## src/rtl/dmem_access_ctrl_if.sv

```systemverilog
`default_nettype none
// ============================================================================
//  Module   : dmem_access_ctrl_if
//  Purpose  : Request/acknowledge bus between the data-memory access
//             controller (master) and a variable-latency data memory (slave).
//  Signals  : mem_req    master->slave  access request, held until ack
//             mem_we     master->slave  1 = write, 0 = read
//             mem_addr   master->slave  word-aligned byte address
//             mem_wdata  master->slave  store data
//             mem_ack    slave->master  completion, 1-cycle pulse
//             mem_rdata  slave->master  read data, valid with mem_ack
//  Revision : 1.0  initial release
// ============================================================================
interface dmem_access_ctrl_if;
    logic        mem_req;
    logic        mem_we;
    logic [31:0] mem_addr;
    logic [31:0] mem_wdata;
    logic        mem_ack;
    logic [31:0] mem_rdata;

    modport master (
        output mem_req,
        output mem_we,
        output mem_addr,
        output mem_wdata,
        input  mem_ack,
        input  mem_rdata
    );

    modport slave (
        input  mem_req,
        input  mem_we,
        input  mem_addr,
        input  mem_wdata,
        output mem_ack,
        output mem_rdata
    );
endinterface
`default_nettype wire

```

## src/rtl/dmem_access_ctrl.sv

```systemverilog
`default_nettype none
// ============================================================================
//  Module   : dmem_access_ctrl
//  Purpose  : Sequences EX/MEM loads and stores onto a variable-latency
//             req/ack data memory, stalls the pipeline until the access
//             completes or times out, and extends halfword loads.
//  Ports    : clk, rst_n            clock, asynchronous active-low reset
//             mem_read, mem_write   access request from EX/MEM
//             load_half, load_half_u  halfword load / unsigned halfword
//             addr, wdata           byte address and store data
//             stall                 combinational pipeline hold
//             bus                   memory bus (master modport)
//             load_data, load_valid extended load result and its pulse
//             bus_err               timeout pulse
//             misalign_err          misaligned-access pulse
//  Config   : DMEM_MISALIGN_TRAP_EN  when defined, misaligned accesses are
//             trapped in IDLE (no bus request) and reported on misalign_err;
//             when undefined the low address bits are ignored and
//             misalign_err stays 0.
//  Revision : 1.0  initial release
// ============================================================================
module dmem_access_ctrl #(
    parameter int TIMEOUT_CYC = 255,
    parameter int TMO_W       = 8
) (
    input  wire logic        clk,
    input  wire logic        rst_n,
    input  wire logic        mem_read,
    input  wire logic        mem_write,
    input  wire logic        load_half,
    input  wire logic        load_half_u,
    input  wire logic [31:0] addr,
    input  wire logic [31:0] wdata,
    output logic             stall,
    dmem_access_ctrl_if.master bus,
    output logic [31:0]      load_data,
    output logic             load_valid,
    output logic             bus_err,
    output logic             misalign_err
);

    localparam logic [TMO_W-1:0] c_tmo_last = TMO_W'(TIMEOUT_CYC - 1);

    typedef enum logic [1:0] {
        S_IDLE = 2'd0,
        S_WAIT = 2'd1,
        S_DONE = 2'd2,
        S_ERR  = 2'd3
    } state_t;

    state_t            r_state;
    logic              r_req;
    logic              r_we;
    logic [31:0]       r_addr;
    logic [31:0]       r_wdata;
    logic              r_half;
    logic              r_half_u;
    logic              r_hi;
    logic [TMO_W-1:0]  r_cnt;

    logic              w_access;
    logic              w_half_req;
    logic              w_trap;
    logic [15:0]       w_half_sel;
    logic [31:0]       w_ext;

    assign w_access   = mem_read | mem_write;
    // A simultaneous read+write is a store, so only a pure read can be a half.
    assign w_half_req = load_half & ~mem_write;

`ifdef DMEM_MISALIGN_TRAP_EN
    assign w_trap = w_half_req ? addr[0] : (addr[1:0] != 2'b00);
`else
    logic w_unused_addr0;
    assign w_unused_addr0 = addr[0];
    assign w_trap         = 1'b0;
`endif

    // Hold the pipeline from the cycle the access is seen until the memory
    // answers; the release cycle (DONE/ERR) lets EX/MEM advance.
    assign stall = rst_n & (((r_state == S_IDLE) & w_access) | (r_state == S_WAIT));

    assign bus.mem_req   = r_req;
    assign bus.mem_we    = r_we;
    assign bus.mem_addr  = r_addr;
    assign bus.mem_wdata = r_wdata;

    assign w_half_sel = r_hi ? bus.mem_rdata[31:16] : bus.mem_rdata[15:0];

    always_comb begin
        w_ext = bus.mem_rdata;
        if (r_half) begin
            w_ext = r_half_u ? {16'b0, w_half_sel} : {{16{w_half_sel[15]}}, w_half_sel};
        end
    end

    always_ff @(posedge clk or negedge rst_n) begin
        if (!rst_n) begin
            r_state      <= S_IDLE;
            r_req        <= 1'b0;
            r_we         <= 1'b0;
            r_addr       <= 32'b0;
            r_wdata      <= 32'b0;
            r_half       <= 1'b0;
            r_half_u     <= 1'b0;
            r_hi         <= 1'b0;
            r_cnt        <= '0;
            load_data    <= 32'b0;
            load_valid   <= 1'b0;
            bus_err      <= 1'b0;
            misalign_err <= 1'b0;
        end else begin
            load_valid   <= 1'b0;
            bus_err      <= 1'b0;
            misalign_err <= 1'b0;
            case (r_state)
                S_IDLE: begin
                    if (w_access) begin
                        if (w_trap) begin
                            load_data    <= 32'b0;
                            misalign_err <= 1'b1;
                            r_state      <= S_ERR;
                        end else begin
                            r_we     <= mem_write;
                            r_addr   <= {addr[31:2], 2'b00};
                            r_wdata  <= wdata;
                            r_half   <= w_half_req;
                            r_half_u <= load_half_u;
                            r_hi     <= addr[1];
                            r_req    <= 1'b1;
                            r_cnt    <= '0;
                            r_state  <= S_WAIT;
                        end
                    end
                end
                S_WAIT: begin
                    r_cnt <= r_cnt + 1'b1;
                    // Ack is checked first so it wins over a same-cycle timeout.
                    if (bus.mem_ack) begin
                        r_req   <= 1'b0;
                        r_state <= S_DONE;
                        if (!r_we) begin
                            load_data  <= w_ext;
                            load_valid <= 1'b1;
                        end
                    end else if (r_cnt == c_tmo_last) begin
                        r_req     <= 1'b0;
                        load_data <= 32'b0;
                        bus_err   <= 1'b1;
                        r_state   <= S_ERR;
                    end
                end
                // EX/MEM still shows the finished op here, so nothing is accepted.
                S_DONE:  r_state <= S_IDLE;
                S_ERR:   r_state <= S_IDLE;
                default: r_state <= S_IDLE;
            endcase
        end
    end

endmodule
`default_nettype wire

```

## src/flat_wrapper.sv

```systemverilog
// flat-port wrapper written by rule: the top's interface ports become plain ports
module dmem_access_ctrl_flat 
#(
    parameter int TIMEOUT_CYC = 255,
    parameter int TMO_W       = 8
)
  (clk, rst_n, mem_read, mem_write, load_half, load_half_u, addr, wdata, stall, load_data, load_valid, bus_err, misalign_err, bus_mem_req, bus_mem_we, bus_mem_addr, bus_mem_wdata, bus_mem_ack, bus_mem_rdata);
  dmem_access_ctrl_if bus_i ();
  input  wire logic clk;
  input  wire logic rst_n;
  input  wire logic mem_read;
  input  wire logic mem_write;
  input  wire logic load_half;
  input  wire logic load_half_u;
  input  wire logic [31:0] addr;
  input  wire logic [31:0] wdata;
  output logic stall;
  output logic [31:0] load_data;
  output logic load_valid;
  output logic bus_err;
  output logic misalign_err;
  output wire logic [$bits(bus_i.mem_req)-1:0] bus_mem_req;
  output wire logic [$bits(bus_i.mem_we)-1:0] bus_mem_we;
  output wire logic [$bits(bus_i.mem_addr)-1:0] bus_mem_addr;
  output wire logic [$bits(bus_i.mem_wdata)-1:0] bus_mem_wdata;
  input wire logic [$bits(bus_i.mem_ack)-1:0] bus_mem_ack;
  input wire logic [$bits(bus_i.mem_rdata)-1:0] bus_mem_rdata;
  assign bus_mem_req = bus_i.mem_req;
  assign bus_mem_we = bus_i.mem_we;
  assign bus_mem_addr = bus_i.mem_addr;
  assign bus_mem_wdata = bus_i.mem_wdata;
  assign bus_i.mem_ack = bus_mem_ack;
  assign bus_i.mem_rdata = bus_mem_rdata;
  dmem_access_ctrl #(.TIMEOUT_CYC(TIMEOUT_CYC), .TMO_W(TMO_W)) u_core (.clk(clk), .rst_n(rst_n), .mem_read(mem_read), .mem_write(mem_write), .load_half(load_half), .load_half_u(load_half_u), .addr(addr), .wdata(wdata), .stall(stall), .bus(bus_i), .load_data(load_data), .load_valid(load_valid), .bus_err(bus_err), .misalign_err(misalign_err));
endmodule
```

## config.mk

```make
export PLATFORM = sky130hd
export DESIGN_NAME = dmem_access_ctrl_flat
export DESIGN_NICKNAME = d
export VERILOG_FILES = /design/src/rtl/dmem_access_ctrl_if.sv /design/src/rtl/dmem_access_ctrl.sv /design/src/flat_wrapper.sv
export SDC_FILE = /design/constraint.sdc
export NUM_CORES = 1
export LEC_CHECK = 0
export ABC_AREA = 1
export CORE_MARGIN = 2
export CORE_UTILIZATION = 25
export CTS_BUF_LIST = sky130_fd_sc_hd__clkbuf_2 sky130_fd_sc_hd__clkbuf_4 sky130_fd_sc_hd__clkbuf_8
export DETAILED_ROUTE_END_ITERATION = 10
export GPL_TIMING_DRIVEN = 0
export PLACE_DENSITY_LB_ADDON = 0.2
export SETUP_SLACK_MARGIN = 0.4
export SLEW_MARGIN = 20
export SYNTH_ARGS = -nofsm -noshare
export SYNTH_HDL_FRONTEND = slang
export SYNTH_SLANG_ARGS = --single-unit
export TNS_END_PERCENT = 10
```

## constraint.sdc

```tcl
create_clock -name clk -period 1.69 [get_ports clk]
set_clock_uncertainty 0.05 [all_clocks]
set_input_delay 0.169 -clock clk [delete_from_list [all_inputs] [get_ports clk]]
set_output_delay 0.169 -clock clk [all_outputs]
set_load 0.1 [all_outputs]
```

### Word level (Yosys, flattened, before mapping)

Cells that the tools add are included.

* muxes and demuxes: 22
* div/mod/pow operators: 0
* magnitude comparators: 0
* bitwise logic cells: 6
* shifts and indexed selects: 0
* reductions and logical operators: 9
* $add $sub $neg: 1
* equality and inequality tests: 7
* multipliers: 0

Operator list (number)
* $mux 32: 5
* $mux 16: 1
* $pmux 8 s2: 1
* $mux 1: 9
* $add 8x1->8 const B: 1
* $eq 8x8->1 const B: 1
* $mux 8: 1
* $mux 2: 3
* $pmux 2 s3: 1
* $reduce_and 2->1: 3
* $reduce_and 3->1: 2
* $eq 2x2->1 const B: 2
* $reduce_bool 2->1: 2
* $and 1x1->1: 3
* $ne 3x3->1 const B: 1
* $eq 2x1->1 const B: 1
* $logic_not 2->1: 1
* $ne 2x1->1 const B: 1
* $ne 2x2->1 const B: 1
* $or 1x1->1: 2
* $pmux 1 s2: 1
* $reduce_or 2->1: 1
* $not 1->1: 1

* memory bits (read-only): 0
* latch bits: 0
* output and inout bits: 102
* bits in registers: 111
* memories: 0
* input port bits: 103
* memory bits (writable): 0

### Longest topological paths before layout

* depth in word-level cells: 5
* gate-level depth with buffers: 9
* mapped depth without buffers: 9

### Worst setup path before layout

OpenSTA, ideal clock, no wires.

* path kind: reg2out
* start: register u_core.r_state[0]
* end: output port stall
* arrival time: 3.072 ns
* setup slack: -1.601 ns
* required time: 1.471 ns
* cell stages (with the launch flop): 6
* path through: dfrtp_1 > nor2_1 > o21ai_1 > buf_2 > buf_4 > a21boi_0

* longest elaborated chain between the ends: 4
* elaborated cells on any way between the ends: 5
* classes of those cells: eq/ne: 1; bitwise: 3; reduce/logical: 1

Ends and longest elaborated chain
* start, declared: RTL line dmem_access_ctrl.sv:51 `state_t r_state;`
* start signal, assigned: RTL line dmem_access_ctrl.sv:99 `r_state <= S_IDLE;`
* start signal, assigned: RTL line dmem_access_ctrl.sv:122 `r_state <= S_ERR;`
* start signal, assigned: RTL line dmem_access_ctrl.sv:132 `r_state <= S_WAIT;`
* $logic_not 2->1: RTL line dmem_access_ctrl.sv:81 `assign stall = rst_n & (((r_state == S_IDLE) & w_access) | (r_state == S_WAIT));`
* $and 1x1->1: RTL line dmem_access_ctrl.sv:81
* $or 1x1->1 (*): RTL line dmem_access_ctrl.sv:81
* $and 1x1->1 (*): RTL line dmem_access_ctrl.sv:81
* end, declared: RTL line flat_wrapper.sv:17 `output logic stall;`

Every way passes the cells marked *; elsewhere a longest branch is shown, timed or not.

### Worst setup path after layout

* start: register u_core.r_state[1]
* end: output port stall

Same word-level chain as after synthesis.

==> results_tabular.tex <==
\begin{tabular}{lr}
\hline
Metric & Value \\
\hline
\multicolumn{2}{l}{\textbf{Status}} \\
\quad Status & complete, but fails checks \\
\quad Failing checks & negative hold slack, negative setup slack \\
\multicolumn{2}{l}{\textbf{Synth}} \\
\quad Flip-flop and latch count after synthesis & 111 \\
\quad Synthesized area & 0.004883 mm² \\
\quad Post-synthesis instance total & 596 \\
\quad Count of cell types in the netlist & 26 \\
\quad Avg Cell Area, Syn & 8.194 µm² \\
\quad Synth warnings & 0 \\
\quad Area contributors post-synth & sky130\_fd\_sc\_hd\_\_dfrtp\_1 (57\%), sky130\_fd\_sc\_hd\_\_nand2\_1 (21\%), sky130\_fd\_sc\_hd\_\_o21ai\_0 (4.1\%) \\
\quad Yosys top cell area share & 56.88\% \\
\quad Sequential share of the synthesized area & 56.88\% \\
\quad Cell type with the highest aggregate area in the netlist & sky130\_fd\_sc\_hd\_\_dfrtp\_1 \\
\multicolumn{2}{l}{\textbf{Layout}} \\
\quad Final Cell Area & 0.008284 mm² \\
\quad Total area of sequential cells & 0.002784 mm² \\
\quad Layout-stage area growth over the synthesis result & 69.64\% \\
\quad Fraction of layout instances using a drive strength above 1 & 28.49\% \\
\quad Highest-count cells in the layout ignoring fill and taps & sky130\_fd\_sc\_hd\_\_nand2\_1 (234), sky130\_fd\_sc\_hd\_\_dfrtp\_1 (108), sky130\_fd\_sc\_hd\_\_buf\_6 (100) \\
\quad Leading cell type in the layout, fill and taps excluded & sky130\_fd\_sc\_hd\_\_nand2\_1 \\
\quad Fill count & 1940 \\
\quad Footprint of the multi-input gates & 0.002067 mm² \\
\quad Total Nets Final & 932 \\
\quad Diodes inserted & 0 \\
\multicolumn{2}{l}{\textbf{Clock tree}} \\
\quad Deepest level of the CTS H-tree & 3 \\
\quad Num CTS Buffers & 9 \\
\quad Clock latency on the worst-skew pair & 0.38 ns \\
\quad Sinks on the clock net & 111 \\
\quad Root cell of the clock tree & sky130\_fd\_sc\_hd\_\_clkbuf\_8 \\
\quad Clock transition time at the flip-flop clock pins of the worst setup and hold paths & 0.11 ns \\
\quad TritonCTS clock tree & built \\
\quad Clock Tree Buf Depth & 2 \\
\multicolumn{2}{l}{\textbf{Detailed routing}} \\
\quad Total wire length after detailed routing & 16.51 mm \\
\quad Post-route DRC violation count & 0 \\
\quad First-pass iteration count of the detailed router & 4 \\
\quad Routed vias/inst & 4.310 \\
\quad Via total after detailed routing & 4728 \\
\quad ANT nets after route & 0 \\
\quad Routed len/inst & 15.05 µm \\
\quad Number of DRC violations after detailed-routing iteration 0 & 176 \\
\multicolumn{2}{l}{\textbf{Setup path}} \\
\quad Largest fanout on the critical path & 2 \\
\quad CP Data Required Time & 1.47 ns \\
\quad Kind of end point of the critical path & primary output \\
\quad CP startpoint kind & flip-flop \\
\quad Arrival time at the worst endpoint & 1.59 ns \\
\quad Path type of the worst setup path & flip-flop to primary output \\
\multicolumn{2}{l}{\textbf{Flow run}} \\
\quad Maximum Capacitance Violations & 0 \\
\multicolumn{2}{l}{\textbf{STA}} \\
\quad Slew at the pin closest to its max-slew limit & 0.5672 ns \\
\quad Post-Route Setup TNS & -0.1182 ns \\
\quad Highest achievable clock rate & 553.0 MHz \\
\quad Period utilization & 107.0\% \\
\quad PnR worst setup slack & -0.1182 ns \\
\quad Final number of setup-violating endpoints & 1 \\
\quad Fin. max-slew vios & 0 \\
\quad Hold violation total from the final report & 54 \\
\quad RSZ-0062 raised after global routing & yes \\
\quad Minimum period implied by the final worst setup slack & 1.808 ns \\
\quad Slew HR & 62.18\% \\
\quad Post-Route Hold Slack & -0.2953 ns \\
\multicolumn{2}{l}{\textbf{GRT}} \\
\quad Via count of the first global-routing pass & 4770 \\
\quad Global-route wire length before repair & 25.25 mm \\
\quad Largest net degree at the start of global routing & 58 \\
\quad All-layer global routing usage & 15.76\% \\
\quad Antenna violations before repair & 0 \\
\quad Overall overflow remaining after global route & 0 \\
\multicolumn{2}{l}{\textbf{Place}} \\
\quad Detail Placement HPWL & 11.72 mm \\
\quad Placed Area & 0.007297 mm² \\
\quad Port Buf Inserts & 199 \\
\quad Global placer's final weighted congestion & 0.8085 \\
\multicolumn{2}{l}{\textbf{Die}} \\
\quad Std-Cell Rows & 51 \\
\quad Number of I/O pins & 205 \\
\quad Die area & 0.02067 mm² \\
\quad Core Area & 0.01933 mm² \\
\quad Die outline height & 143.8 µm \\
\quad Initial standard-cell utilization of the core & 25.26\% \\
\quad Die Span X & 143.8 µm \\
\multicolumn{2}{l}{\textbf{Min path}} \\
\quad Hold Path Class & primary input to async pin \\
\hline
\end{tabular}
[per-stage QoR]
| stage | util, % | hold slack, ns | worst slack, ns | instances |
|---|---|---|---|---|
| floorplan | - | -0.1766 | 0.01682 | 598 |
| global placement | 37.59 | 0.4112 | -5.247 | 1062 |
| detailed placement | 37.74 | 0.1376 | -1.003 | 1063 |
| CTS | 40.67 | -0.2969 | -0.1844 | 1084 |
| global route | 42.85 | -0.2773 | -0.2079 | 1097 |
| finish | 42.85 | -0.2953 | -0.1182 | 1097 |
[final timing paths]
path | start | endpoint | slack, ns | depth (start not counted)
min in group clk | bus_mem_ack | u_core.load_data[20] | 0.19 | 5
setup / recovery | u_core.r_state[1] | stall | -0.12 | 6
setup reg to reg | u_core.r_state[1] | u_core.load_data[23] | 0.05 | 11
hold / removal | rst_n | u_core.load_data[22] | -0.30 | 1
hold reg to reg | u_core.bus.mem_addr[9] | u_core.bus.mem_addr[9] | 0.46 | 2
max in group asynchronous | rst_n | u_core.bus.mem_wdata[7] | 1.18 | 2
[repair_timing]
| item | CTS | global route |
|---|---|---|
| cloned | 0 | 3 |
| gates resized for setup | 762 | 93 |
| buffers inserted | 5 | 10 |
| pin swaps | 16 | 37 |
| setup endpoints to repair | 206 | 132 |
| hold endpoints to repair | 54 | 54 |
[routing by layer]
layer / track usage [%] / routed length [µm]
met4: 5.057 / 259
met2: 24.36 / 7488
met5: 0 / 0
met3: 5.665 / 1635
met1: 20.57 / 7123
[cells by family (layout without fill, tap and decap cells)]
logic type,after synthesis,after routing,synth area share (%)
compound gates,63,63,6.610
fa+ha+maj,2,2,0.5123
buf+inv,57,291,5.816
flops,111,111,56.88
other cells,1,3,0.07679
simple gates,362,362,30.11
[registers in the layout (all words and copies together) (netlist names)]
register	flops
u_core.bus.mem_addr	30
u_core.bus.mem_req	1
u_core.bus.mem_wdata	32
u_core.bus.mem_we	1
u_core.bus_err	1
u_core.load_data	32
u_core.load_valid	1
u_core.r_cnt	8
u_core.r_half	1
u_core.r_half_u	1
u_core.r_hi	1
u_core.r_state	2
[synth_stat cells]
master,number
sky130_fd_sc_hd__nand2_1,278
sky130_fd_sc_hd__dfrtp_1,111
sky130_fd_sc_hd__o21ai_0,40
sky130_fd_sc_hd__nand3_1,39
sky130_fd_sc_hd__nor2_1,35
sky130_fd_sc_hd__a21oi_1,19
sky130_fd_sc_hd__buf_2,17
sky130_fd_sc_hd__inv_1,15
sky130_fd_sc_hd__clkbuf_1,11
sky130_fd_sc_hd__buf_4,7
sky130_fd_sc_hd__inv_2,4
sky130_fd_sc_hd__buf_6,3
sky130_fd_sc_hd__ha_1,2
sky130_fd_sc_hd__nand2_2,2
sky130_fd_sc_hd__nand3_4,2
sky130_fd_sc_hd__a21boi_0,1
sky130_fd_sc_hd__conb_1,1
sky130_fd_sc_hd__nand2_4,1
sky130_fd_sc_hd__nand3_2,1
sky130_fd_sc_hd__nand3b_1,1
sky130_fd_sc_hd__nand4_1,1
sky130_fd_sc_hd__nor2_2,1
sky130_fd_sc_hd__nor2_4,1
sky130_fd_sc_hd__o211ai_1,1
sky130_fd_sc_hd__o21ai_1,1
sky130_fd_sc_hd__o31ai_1,1
[worst max-delay path, stage by stage (launching register included)]
cell and delay (ns):
sky130_fd_sc_hd__dfrtp_1 0.40, sky130_fd_sc_hd__nor2_2 0.14, sky130_fd_sc_hd__o21ai_2 0.09, sky130_fd_sc_hd__buf_6 0.13
sky130_fd_sc_hd__buf_8 0.11, sky130_fd_sc_hd__a21boi_4 0.14, sky130_fd_sc_hd__buf_12 0.19
[area by class of cell]
| cell class | instances | area share [%] |
|---|---|---|
| Clock buffer | 11 | 1.828 |
| Inverter | 19 | 1.223 |
| Multi-Input combinational cell | 430 | 24.95 |
| Timing Repair Buffer | 218 | 29.29 |
| Buffer | 38 | 4.622 |
| Sequential cell | 111 | 33.61 |
| Clock inverter | 5 | 0.4833 |
| Tap cell | 265 | 4.002 |
Power is left out: the tool's default activity adds up to more than one toggle a clock period on the data nets, which glitch-free logic cannot reach.
